**config.mk**
```make
export PLATFORM = sky130hd
export DESIGN_NAME = adc_frame_sequencer
export DESIGN_NICKNAME = d
export VERILOG_FILES = /design/src/rtl/adc_ctrl_pkg.sv /design/src/rtl/cdc_edge_sync.sv /design/src/rtl/adc_frame_sequencer.sv
export SDC_FILE = /design/constraint.sdc
export NUM_CORES = 1
export LEC_CHECK = 0
export ABC_AREA = 1
export CAP_MARGIN = 20
export CORE_ASPECT_RATIO = 1.1
export CORE_MARGIN = 8
export CORE_UTILIZATION = 55
export CTS_BUF_LIST = sky130_fd_sc_hd__clkbuf_8 sky130_fd_sc_hd__clkbuf_16
export CTS_CLUSTER_DIAMETER = 60
export DETAILED_ROUTE_END_ITERATION = 7
export PLACE_DENSITY = 0.84
export SLEW_MARGIN = 20
export SYNTH_ARGS = -nofsm -noshare
export SYNTH_HDL_FRONTEND = slang
export SYNTH_HIERARCHICAL = 1
export SYNTH_SLANG_ARGS = --single-unit
```
**constraint.sdc**
```tcl
create_clock -name clk -period 3.1 [get_ports clk]
set_clock_uncertainty 0.1 [all_clocks]
set_input_delay 0.62 -clock clk [delete_from_list [all_inputs] [get_ports clk]]
set_output_delay 0.62 -clock clk [all_outputs]
set_load 0.1 [all_outputs]
```
**src/rtl/adc_ctrl_pkg.sv**
```systemverilog
// adc_ctrl_pkg: shared types and defaults for the ADC frame sequencer
package adc_ctrl_pkg;
    typedef enum logic [1:0] {IDLE, WAIT_EDGE, SETTLE, CAPTURE} seq_state_t;
    localparam int M_SAMPLES_DEF = 512;
    localparam int IDX_W_DEF = 9;
endpackage

```
**src/rtl/cdc_edge_sync.sv**
```systemverilog
// cdc_edge_sync: multi-flop synchroniser with a one-cycle rising-edge pulse
//   clk, rst  : system clock, synchronous active-high reset
//   async_in  : signal asynchronous to clk
//   pulse     : high for one cycle per synchronised rising edge of async_in
module cdc_edge_sync #(
    parameter int SYNC_STAGES = 2
)(
    input  logic clk,
    input  logic rst,
    input  logic async_in,
    output logic pulse
);
    // sr[SYNC_STAGES-1] is the synchronised value, sr[SYNC_STAGES] its previous cycle
    logic [SYNC_STAGES:0] sr;
    always_ff @(posedge clk) begin
        if (rst)
            sr <= '0;
        else
            sr <= {sr[SYNC_STAGES-1:0], async_in};
    end
    assign pulse = sr[SYNC_STAGES-1] & ~sr[SYNC_STAGES];
endmodule

```
**src/rtl/adc_frame_sequencer.sv**
```systemverilog
// adc_frame_sequencer: captures ADC samples into a double-buffered frame store and hands frames downstream
//   clk, rst     : system clock, synchronous active-high reset
//   enable       : run request; low returns to IDLE and discards a partial frame
//   CASCOUT      : asynchronous ADC conversion-complete strobe
//   cap_en       : one-cycle write strobe, qualified by wr_bank / wr_idx
//   frame_ready  : bank rd_bank holds a full frame
//   frame_ack    : consumer releases bank rd_bank
//   overrun      : sticky dropped-sample flag, cleared on leaving IDLE
//   frame_count  : completed frames, wrapping
module adc_frame_sequencer
    import adc_ctrl_pkg::*;
#(
    parameter int M_SAMPLES = M_SAMPLES_DEF,
    parameter int SETTLE_CYCLES = 4,
    parameter int SYNC_STAGES = 2,
    localparam int IDX_W = $clog2(M_SAMPLES)
)(
    input  logic             clk,
    input  logic             rst,
    input  logic             enable,
    input  logic             CASCOUT,
    output logic             cap_en,
    output logic             wr_bank,
    output logic [IDX_W-1:0] wr_idx,
    output logic             frame_ready,
    output logic             rd_bank,
    input  logic             frame_ack,
    output logic             overrun,
    output logic [15:0]      frame_count
);
    localparam int CW = $clog2(SETTLE_CYCLES + 1);
    localparam logic [IDX_W-1:0] LAST = IDX_W'(M_SAMPLES - 1);

    seq_state_t state, state_nxt;
    logic [CW-1:0] settle_cnt;
    logic [1:0] bank_full, bank_full_nxt;
    logic casc_rise, drop, fill, ack, rd_nxt;

    cdc_edge_sync #(.SYNC_STAGES(SYNC_STAGES)) u_sync (
        .clk(clk),
        .rst(rst),
        .async_in(CASCOUT),
        .pulse(casc_rise)
    );

    always_comb begin
        state_nxt = state;
        drop = 1'b0;
        case (state)
            IDLE: state_nxt = WAIT_EDGE;
            WAIT_EDGE: if (casc_rise) begin
                drop = bank_full[wr_bank];
                state_nxt = bank_full[wr_bank] ? WAIT_EDGE : SETTLE;
            end
            SETTLE: begin
                drop = casc_rise;
                state_nxt = settle_cnt == '0 ? CAPTURE : SETTLE;
            end
            default: begin
                drop = casc_rise;
                state_nxt = WAIT_EDGE;
            end
        endcase
        if (!enable) state_nxt = IDLE;
        cap_en = state == CAPTURE;
        fill = cap_en && enable && wr_idx == LAST;
        ack = frame_ack && frame_ready;
        rd_nxt = rd_bank ^ ack;
        bank_full_nxt = bank_full;
        if (ack) bank_full_nxt[rd_bank] = 1'b0;
        if (fill) bank_full_nxt[wr_bank] = 1'b1;
    end

    always_ff @(posedge clk) begin
        if (rst) begin
            state <= IDLE;
            settle_cnt <= '0;
            wr_idx <= '0;
            wr_bank <= 1'b0;
            bank_full <= 2'b00;
            rd_bank <= 1'b0;
            frame_ready <= 1'b0;
            overrun <= 1'b0;
            frame_count <= '0;
        end else begin
            state <= state_nxt;
            settle_cnt <= (state_nxt == SETTLE && state != SETTLE) ? CW'(SETTLE_CYCLES - 1) : settle_cnt - CW'(1);
            overrun <= (state == IDLE && state_nxt == WAIT_EDGE) ? 1'b0 : overrun | drop;
            wr_idx <= !enable ? '0 : wr_idx + IDX_W'(cap_en);
            wr_bank <= wr_bank ^ fill;
            frame_count <= frame_count + 16'(fill);
            bank_full <= bank_full_nxt;
            rd_bank <= rd_nxt;
            // registered from next-state values so an acked bank never shows ready again
            frame_ready <= bank_full_nxt[rd_nxt];
        end
    end
endmodule

```
After elaboration in Yosys (flattened, before gate mapping)
Index checks and enable logic that the tools add are counted.
{"block": "word_totals", "wordCells": 65, "out_inout_bits": 30, "input_bits": 5, "regBits": 39}
{"block": "classes", "n_lt_le_gt_ge": 5, "reduce_logical": 12, "muxes": 18, "bitwise": 9, "addsub": 3, "eq_ne": 7}
{"operator": "$add 16x1->16", "n": 1}
{"operator": "$mux 2", "n": 6}
{"operator": "$add 9x1->9", "n": 1}
{"operator": "$eq 9x9->1 const B", "n": 1}
{"operator": "$mux 1", "n": 8}
{"operator": "$logic_and 1x1->1", "n": 7}
{"operator": "$eq 2x2->1 const B", "n": 3}
{"operator": "$lt 1x2->1 const B", "n": 3}
{"operator": "$reduce_or 2->1", "n": 3}
{"operator": "$eq 2x1->1 const B", "n": 2}
{"operator": "$pmux 2 s2", "n": 1}
{"operator": "$logic_not 3->1", "n": 1}
{"operator": "$sub 3x1->3 const B", "n": 1}
{"operator": "$and 2x2->2", "n": 1}
{"operator": "$demux 1 s1", "n": 2}
{"operator": "$ge 1x1->1 const B", "n": 2}
{"operator": "$logic_not 2->1", "n": 1}
{"operator": "$ne 2x2->1 const B", "n": 1}
{"operator": "$not 1->1", "n": 2}
{"operator": "$not 2->2", "n": 1}
{"operator": "$or 2x2->2", "n": 1}
{"operator": "$pmux 1 s2", "n": 1}
{"operator": "$xor 1x1->1", "n": 2}
{"operator": "$and 1x1->1", "n": 1}
{"operator": "$or 1x1->1", "n": 1}

Logic depth before layout (Yosys ltp)
Gate-level depths: netlist (run 1).
{"block": "logic_depth", "depth_word": 11, "mapped_depth": 14, "ltp_nobuf": 14}

Cells and area by module
Netlist (run 1), hierarchy kept.
{"mod": "adc_frame_sequencer", "n_inst": 1, "cells_per_inst": 230, "area_each_um2": 1734.2, "seq_area_each_um2": 720.7}
{"mod": "cdc_edge_sync", "n_inst": 1, "cells_per_inst": 10, "area_each_um2": 86.3, "seq_area_each_um2": 60.1}

Least setup slack after synthesis (run 1)
Ideal clock, no wire load.
{"block": "synth_path", "kind": "register to register", "from": "register state[0]", "to": "register frame_count[10]", "required_ps": 2877, "stages_incl_launch_ff": 14, "arrival_time_ps": 2679, "synth_period_minus_slack_ps": 2902, "path_slack_ps": 198, "path_buffers": 0, "setup_ps": 123, "path_cell_list": "dfxtp_1 ha_1 nand2_1 nor2_1 nand3_2 nor2_4 ha_1 nand2_1 nor2_4 nand3_2 clkinv_2 nand3_1 o21ai_1 a21oi_1"}
{"block": "synth_between", "elab_chain_len": 4}
{"element": "from (decl)", "line_no": "adc_frame_sequencer.sv:34", "text": "seq_state_t state, state_nxt;"}
{"element": "from (signal assigned)", "line_no": "adc_frame_sequencer.sv:86", "text": "state <= state_nxt;"}
{"element": "$eq 2x2->1", "line_no": "adc_frame_sequencer.sv:65", "text": "cap_en = state == CAPTURE;"}
{"element": "via cap_en", "line_no": "adc_frame_sequencer.sv:22", "text": "output logic cap_en,"}
{"element": "$logic_and 1x1->1 (2 in a row)", "line_no": "adc_frame_sequencer.sv:66", "text": "fill = cap_en && enable && wr_idx == LAST;"}
{"element": "$add 16x1->16", "line_no": "adc_frame_sequencer.sv:91", "text": "frame_count <= frame_count + 16'(fill);"}
{"element": "to (signal assigned)", "line_no": "adc_frame_sequencer.sv:91"}
{"element": "to (decl)", "line_no": "adc_frame_sequencer.sv:29", "text": "output logic [15:0] frame_count"}
The timed path passes the listed nets, and every way through them passes these cells.
A chain may end at the register's enable or synchronous reset.

Final worst setup path (run 1)
{"block": "layout_path", "from": "input port enable", "to": "register frame_count[12]"}
{"block": "layout_between", "elab_chain_len": 3}
{"element": "from (decl)", "line_no": "adc_frame_sequencer.sv:20", "text": "input logic enable,"}
{"element": "$logic_and 1x1->1 (2 in a row)", "line_no": "adc_frame_sequencer.sv:66"}
{"element": "$add 16x1->16", "line_no": "adc_frame_sequencer.sv:91"}
No other way between the ends.

==> results of run 1 <==
[report_power, final]
group          switching (mW)  internal [mW]
clock                   0.169          0.151
combinational          0.0268         0.0193
sequential            0.00365          0.508
[metal layers]
layer | track usage | vias up
met1 | 0.151 | 746
met4 | 0.0917 | 0
li1 | - | 838
met2 | 0.254 | 34
met5 | 0 | -
met3 | 0.0500 | 7
[sequential cells by signal, indices dropped and copies added (netlist names)]
signal,cells
frame_count,16
wr_idx,9
settle_cnt,3
u_sync/sr,3
bank_full,2
state,2
frame_ready,1
overrun,1
rd_bank,1
wr_bank,1
[per-stage QoR]
step / hold slack, ps / power, mW / cell area, µm²
3_5_place_dp: 303 / 0.570 / 2140
4_1_cts: 307 / 0.892 / 2220
6_report: 297 / 0.878 / 2220
2_1_floorplan: 288 / 0.553 / 1820
5_1_grt: 324 / 0.913 / 2220
3_3_place_gp: 291 / 0.568 / 2140
[synth_stat cells]
cell      instances
dfxtp_1          39
nand2_1          39
nor2_1           39
inv_1            33
a21oi_1          18
nand3_1          12
ha_1             10
nand2_2           6
o21ai_0           6
inv_2             4
o21ai_1           4
nand3_2           3
nand4_1           3
nor2_4            3
nor3_1            3
o21a_1            3
xnor2_1           3
nor3b_2           2
a21oi_2           1
a31oi_1           1
buf_2             1
clkbuf_1          1
clkinv_2          1
nand3b_1          1
nor2_2            1
nor3_4            1
or2_0             1
xor2_1            1
[path summary, 6_finish.rpt]
check	startpoint	to	slack (ps)
worst min register to register	u_sync/sr[0]	u_sync/sr[1]	300
worst max-delay path	enable	frame_count[12]	620
worst min-delay path	u_sync/sr[0]	u_sync/sr[1]	300
worst max register to register	state[0]	frame_count[12]	890
[final cells by class]
cell class	instances	area, µm²	share of cell area
clock inverters	3	12.5	0.00564
multi-input cells	161	887	0.400
inverters	38	144	0.0649
clock buffers	5	68.8	0.0310
flip-flops and latches	39	781	0.352
well taps	36	45.0	0.0203
repair buffers	36	280	0.126
[worst max-delay path, cell delays in order]
cell	delay, ps
clkdlybuf4s50_1	570
nand2_1	80
nor2_1	120
nand3_2	90
nor2_4	160
ha_1	180
nand2_1	100
nor2_4	170
nand3_2	120
clkinv_2	80
nand3_1	100
o21ai_1	150
nor2_1	50
[cell families after synthesis]
kind of cell,after synthesis,synth area share
AOI/OAI and AO/OA,33,0.0976
xor gates and xnor gates,4,0.0192
adders and majority gates,10,0.0687
buffers and inverters,40,0.0838
and+or+nand+nor,114,0.302
DFF,39,0.429
[placed cells by master, fill, tap and decap left out, types with 4 or more instances in the layout]
cell,count
dfxtp_1,39
nand3_1,12
nor2_1,39
buf_4,32
a21oi_1,18
inv_1,35
inv_2,4
o21ai_0,6
o21ai_1,4
clkbuf_8,5
ha_1,10
nand2_2,6
clkdlybuf4s50_1,4
nand2_1,39
==> impl_metrics.json, run 1 <==
{
  "finalHoldViolations": 0,
  "cts_made_buffers": 5,
  "grt_max_degree": 17,
  "place.gp.congestion": 0.823,
  "wl_per_cell_um": 11.5,
  "hold_buffers": 0,
  "fmax_ghz": 0.403,
  "nets": 296,
  "cts_resized": 0,
  "worstHoldPathType": "flop to flop",
  "routed_wl_um": 3660,
  "syn_area_um2": 1820,
  "post-route-util": 0.683,
  "io_pins": 35,
  "fin_crit_sh": 0.801,
  "yosysTopAreaCellShare": 0.429,
  "final_cells": 318,
  "die_y_um": 76.3,
  "fill_cells": 286,
  "dp_cells": 310,
  "die_area_um2": 5410,
  "core_um2": 3250,
  "yosysWarnings": 6,
  "synth-seq-cells": 39,
  "overflow": 0,
  "worstMarginPinSlew_ps": 282,
  "rows": 22,
  "syn2layout_area_growth_pct": 21.9,
  "min_period_ps": 2480,
  "drtIter0Drc": 41,
  "pre_cts_slack_ps": 298,
  "vdd.ir_drop.worst_mv": 0.223,
  "h-tree-depth": 2,
  "crit_required_ps": 3190,
  "clockRootBuffer": "clkbuf_8",
  "startpoint_type": "input port",
  "routed.top_layer": "met4",
  "fin_ws_ps": 617,
  "drc": 0,
  "dieWidth_um": 70.9,
  "grt.total_usage": 0.149,
  "leakagePower_nw": 0.954,
  "ys_top_cells_by_area": "dfxtp_1 (43%), nand2_1 (8.0%), nor2_1 (8.0%), ha_1 (6.9%), inv_1 (6.8%)",
  "synthCells": 240,
  "criticalPathCategory": "input port to flop",
  "whs_path_depth": 2,
  "clkTransAtPathRegs_ps": 70,
  "port_buffers": 34,
  "grt_pass1_vias": 1588,
  "final.setup.tns_ps": 0,
  "dr_wl_met2_um": 1830,
  "reg2reg_depth": 13,
  "grt_pass1_wl_um": 6560,
  "clock_sinks": 39,
  "via_per_inst": 5.11,
  "maxSlewHeadroom": 0.814,
  "cts.path.max_buffers": 2,
  "clock_latency_ps": 290,
  "antenna_cells": 0,
  "yosys.area.top_type": "dfxtp_1",
  "met3_length_um": 242,
  "cts_setup_buffers": 0,
  "syn_area_per_cell_um2": 7.59,
  "yosysSeqAreaShare": 0.429,
  "end_kind": "flop",
  "start_util": 0.560,
  "powerDensity_nw_per_um2": 396,
  "first_pass_iters": 4,
  "synth_fp_nets": 255,
  "yosysUniqueCellTypes": 28,
  "cp.arrival_ps": 2580,
  "slew_violations": 0,
  "antenna_found_initial": 0,
  "wl_met1_um": 1500,
  "hpwlAfterDp_um": 2890,
  "status": "complete, no violations",
  "cts_tree": "yes",
  "via_count": 1625,
  "rsz0062_at_grt": "false",
  "drtAntennaViolNets": 0,
  "max_cap_violations": 0,
  "cp_max_fo": 6,
  "setup_violations": 0,
  "drive_above_1_share": 0.213
}
Power figures use the tool's default switching activity.
==> inputs of run 2 (changes only) <==
CORE_UTILIZATION = 46   (was 55)
PLACE_DENSITY = 0.75   (was 0.84)
clock period = 2.17 ns   (was 3.1 ns; I/O delays follow)
==> run 2 against run 1 <==
  * Count of clock-buffer cells in the layout rose by 1
  * Wire length rose by 8.9%
  * Utilization fell by 7.0 points
  * Critical endpoint is now frame_count[13]
  * Register-to-register slack got worse by 760 ps
  * Final cell count rose by 6.6%
  * Sequential power rose by 42%
  * Total power rose by 47%
  * Largest cell class unchanged
  * Largest power group unchanged
==> impl_metrics.json, run 2 (synthesis results as in run 1) <==
{
  "status": "complete, no violations",
  "powerDensity_nw_per_um2": 542,
  "clock_latency_ps": 290,
  "r2r_end": "frame_count[13]",
  "overflow": 0,
  "r2r-start": "state[0]",
  "maxSlewHeadroom": 0.820,
  "worstHoldPathType": "flop to flop",
  "postPlaceCellArea_um2": 2260,
  "finalHoldViolations": 0,
  "grt_max_degree": 17,
  "nets": 301,
  "fmax_ghz": 0.473,
  "die_y_um": 82.0,
  "end_kind": "flop",
  "cp.arrival_ps": 2230,
  "drtAntennaViolNets": 0,
  "antenna_found_initial": 0,
  "min_period_ps": 2110,
  "hold_start": "u_sync/sr[0]",
  "dp_cells": 331,
  "final.setup.tns_ps": 0,
  "stdcell_area_um2": 2370,
  "clockRootBuffer": "clkbuf_8",
  "dieWidth_um": 76.0,
  "leakagePower_nw": 0.982,
  "final_cell_mix": "nand2_1 (38), nor2_1 (38), buf_4 (36), inv_1 (34), dfxtp_1 (28)",
  "via_count": 1600,
  "cts_made_buffers": 5,
  "routed_wl_um": 3980,
  "crit_required_ps": 2280,
  "grt.total_usage": 0.131,
  "max_cap_violations": 0,
  "final_cells": 339,
  "whs_endpoint": "u_sync/sr[1]",
  "worstMarginPinSlew_ps": 269,
  "drc": 0,
  "hpwlAfterDp_um": 3060,
  "reg_top3": "frame_count: 16 flops, wr_idx: 9 flops",
  "drive_above_1_share": 0.293,
  "crit_path_cell_trace": "clkdlybuf4s50_1, nand2_1, nor2_2, nand3_2, nor2_4, ha_2, nand2_1, nor3_4, nand3_2, or2_0, a21oi_1",
  "cp_max_fo": 3,
  "startpoint_type": "input port",
  "place.gp.congestion": 0.789,
  "wl_per_cell_um": 11.7,
  "setup_violations": 0,
  "rows": 24,
  "io_pins": 35,
  "via_per_inst": 4.72,
  "p_total_mw": 1.29,
  "largest_reg_flops": 16,
  "fin_crit_sh": 0.974,
  "die_area_um2": 6230,
  "first_pass_iters": 6,
  "cts.path.max_buffers": 2,
  "start_util": 0.470,
  "grt_pass1_wl_um": 6670,
  "clock_sinks": 39,
  "drtIter0Drc": 32,
  "reg2reg_depth": 11,
  "clkTransAtPathRegs_ps": 80,
  "crit_slowest_cell": "clkdlybuf4s50_1",
  "core_um2": 3870,
  "ff2ff_setup_slack_ps": 130,
  "cts_setup_buffers": 0,
  "regMostFlops": "frame_count",
  "slew_violations": 0,
  "vdd.ir_drop.worst_mv": 0.276,
  "cts_tree": "yes",
  "whs_path_depth": 2,
  "cpPeakStageDelay_ps": 480,
  "grt_pass1_vias": 1594,
  "h-tree-depth": 2,
  "antenna_cells": 0,
  "syn2layout_area_growth_pct": 30.4,
  "port_buffers": 34,
  "criticalPathCategory": "input port to flop",
  "post-route-util": 0.613
}
==> run 2: cell types whose count changed in the layout (fill, tap and decap cells not counted), moves of 2 or more <==
| cell | change |
|---|---|
| dfxtp_4 | +5 |
| clkinv_2 | -2 |
| dfxtp_2 | +6 |
| dfxtp_1 | -11 |
| buf_4 | +4 |
| ha_2 | +2 |
| ha_1 | -3 |
==> run 2: layout make-up <==
cell class | instances | area (µm²)
Fill cell | 354 | 1500
Multi-Input combinational cell | 161 | 936
Sequential cell | 39 | 807
Timing Repair Buffer | 41 | 330
Inverter | 38 | 145
Clock buffer | 6 | 82.6
Tap cell | 52 | 65.1
Clock inverter | 2 | 7.51
==> run 2: per-stage QoR <==
stage | hold slack (ps) | setup slack (ps)
2_1_floorplan | 288 | -162
3_3_place_gp | 291 | -191
3_5_place_dp | 300 | -236
4_1_cts | 300 | 38.8
5_1_grt | 345 | -56.7
6_report | 296 | 56.8
==> run 2: worst max-delay path: cells and delay by family <==
family | cells | cell delay (ps)
AOI/OAI and AO/OA | 1 | 130
adders and majority gates | 1 | 210
buffers and inverters | 1 | 480
and+or+nand+nor | 8 | 980
==> run 2: power breakdown <==
part,internal (mW),switching (mW)
registers,0.720,0.00571
clock network,0.250,0.242
logic,0.0300,0.0396
==> run 2: timing repair <==
| action | CTS | global route |
|---|---|---|
| resized for setup | 0 | 6 |
| setup endpoints to repair | 0 | 6 |
| hold buffers | 0 | 0 |
==> run 2: how the worst max path moves through the flow <==
| stage | start | end | cells past startpoint |
|---|---|---|---|
| final | enable | frame_count[13] | 11 |
| after global routing | enable | frame_count[13] | 11 |
| after CTS | enable | frame_count[13] | 11 |
| after detailed placement | enable | frame_count[13] | 11 |
| after global placement | enable | frame_count[13] | 11 |
| after floorplan | state[0] | frame_count[10] | 13 |
==> run 2: layer usage <==
layer  routed length, µm  up-vias  part of all wire  global-route usage
met5                   0        -                 0                   0
met4                  77        0             0.019              0.0412
met3                 182        7             0.046              0.0470
met2                1940       34              0.49               0.249
met1                1780      716              0.45               0.131
li1                    -      843                 -                   -
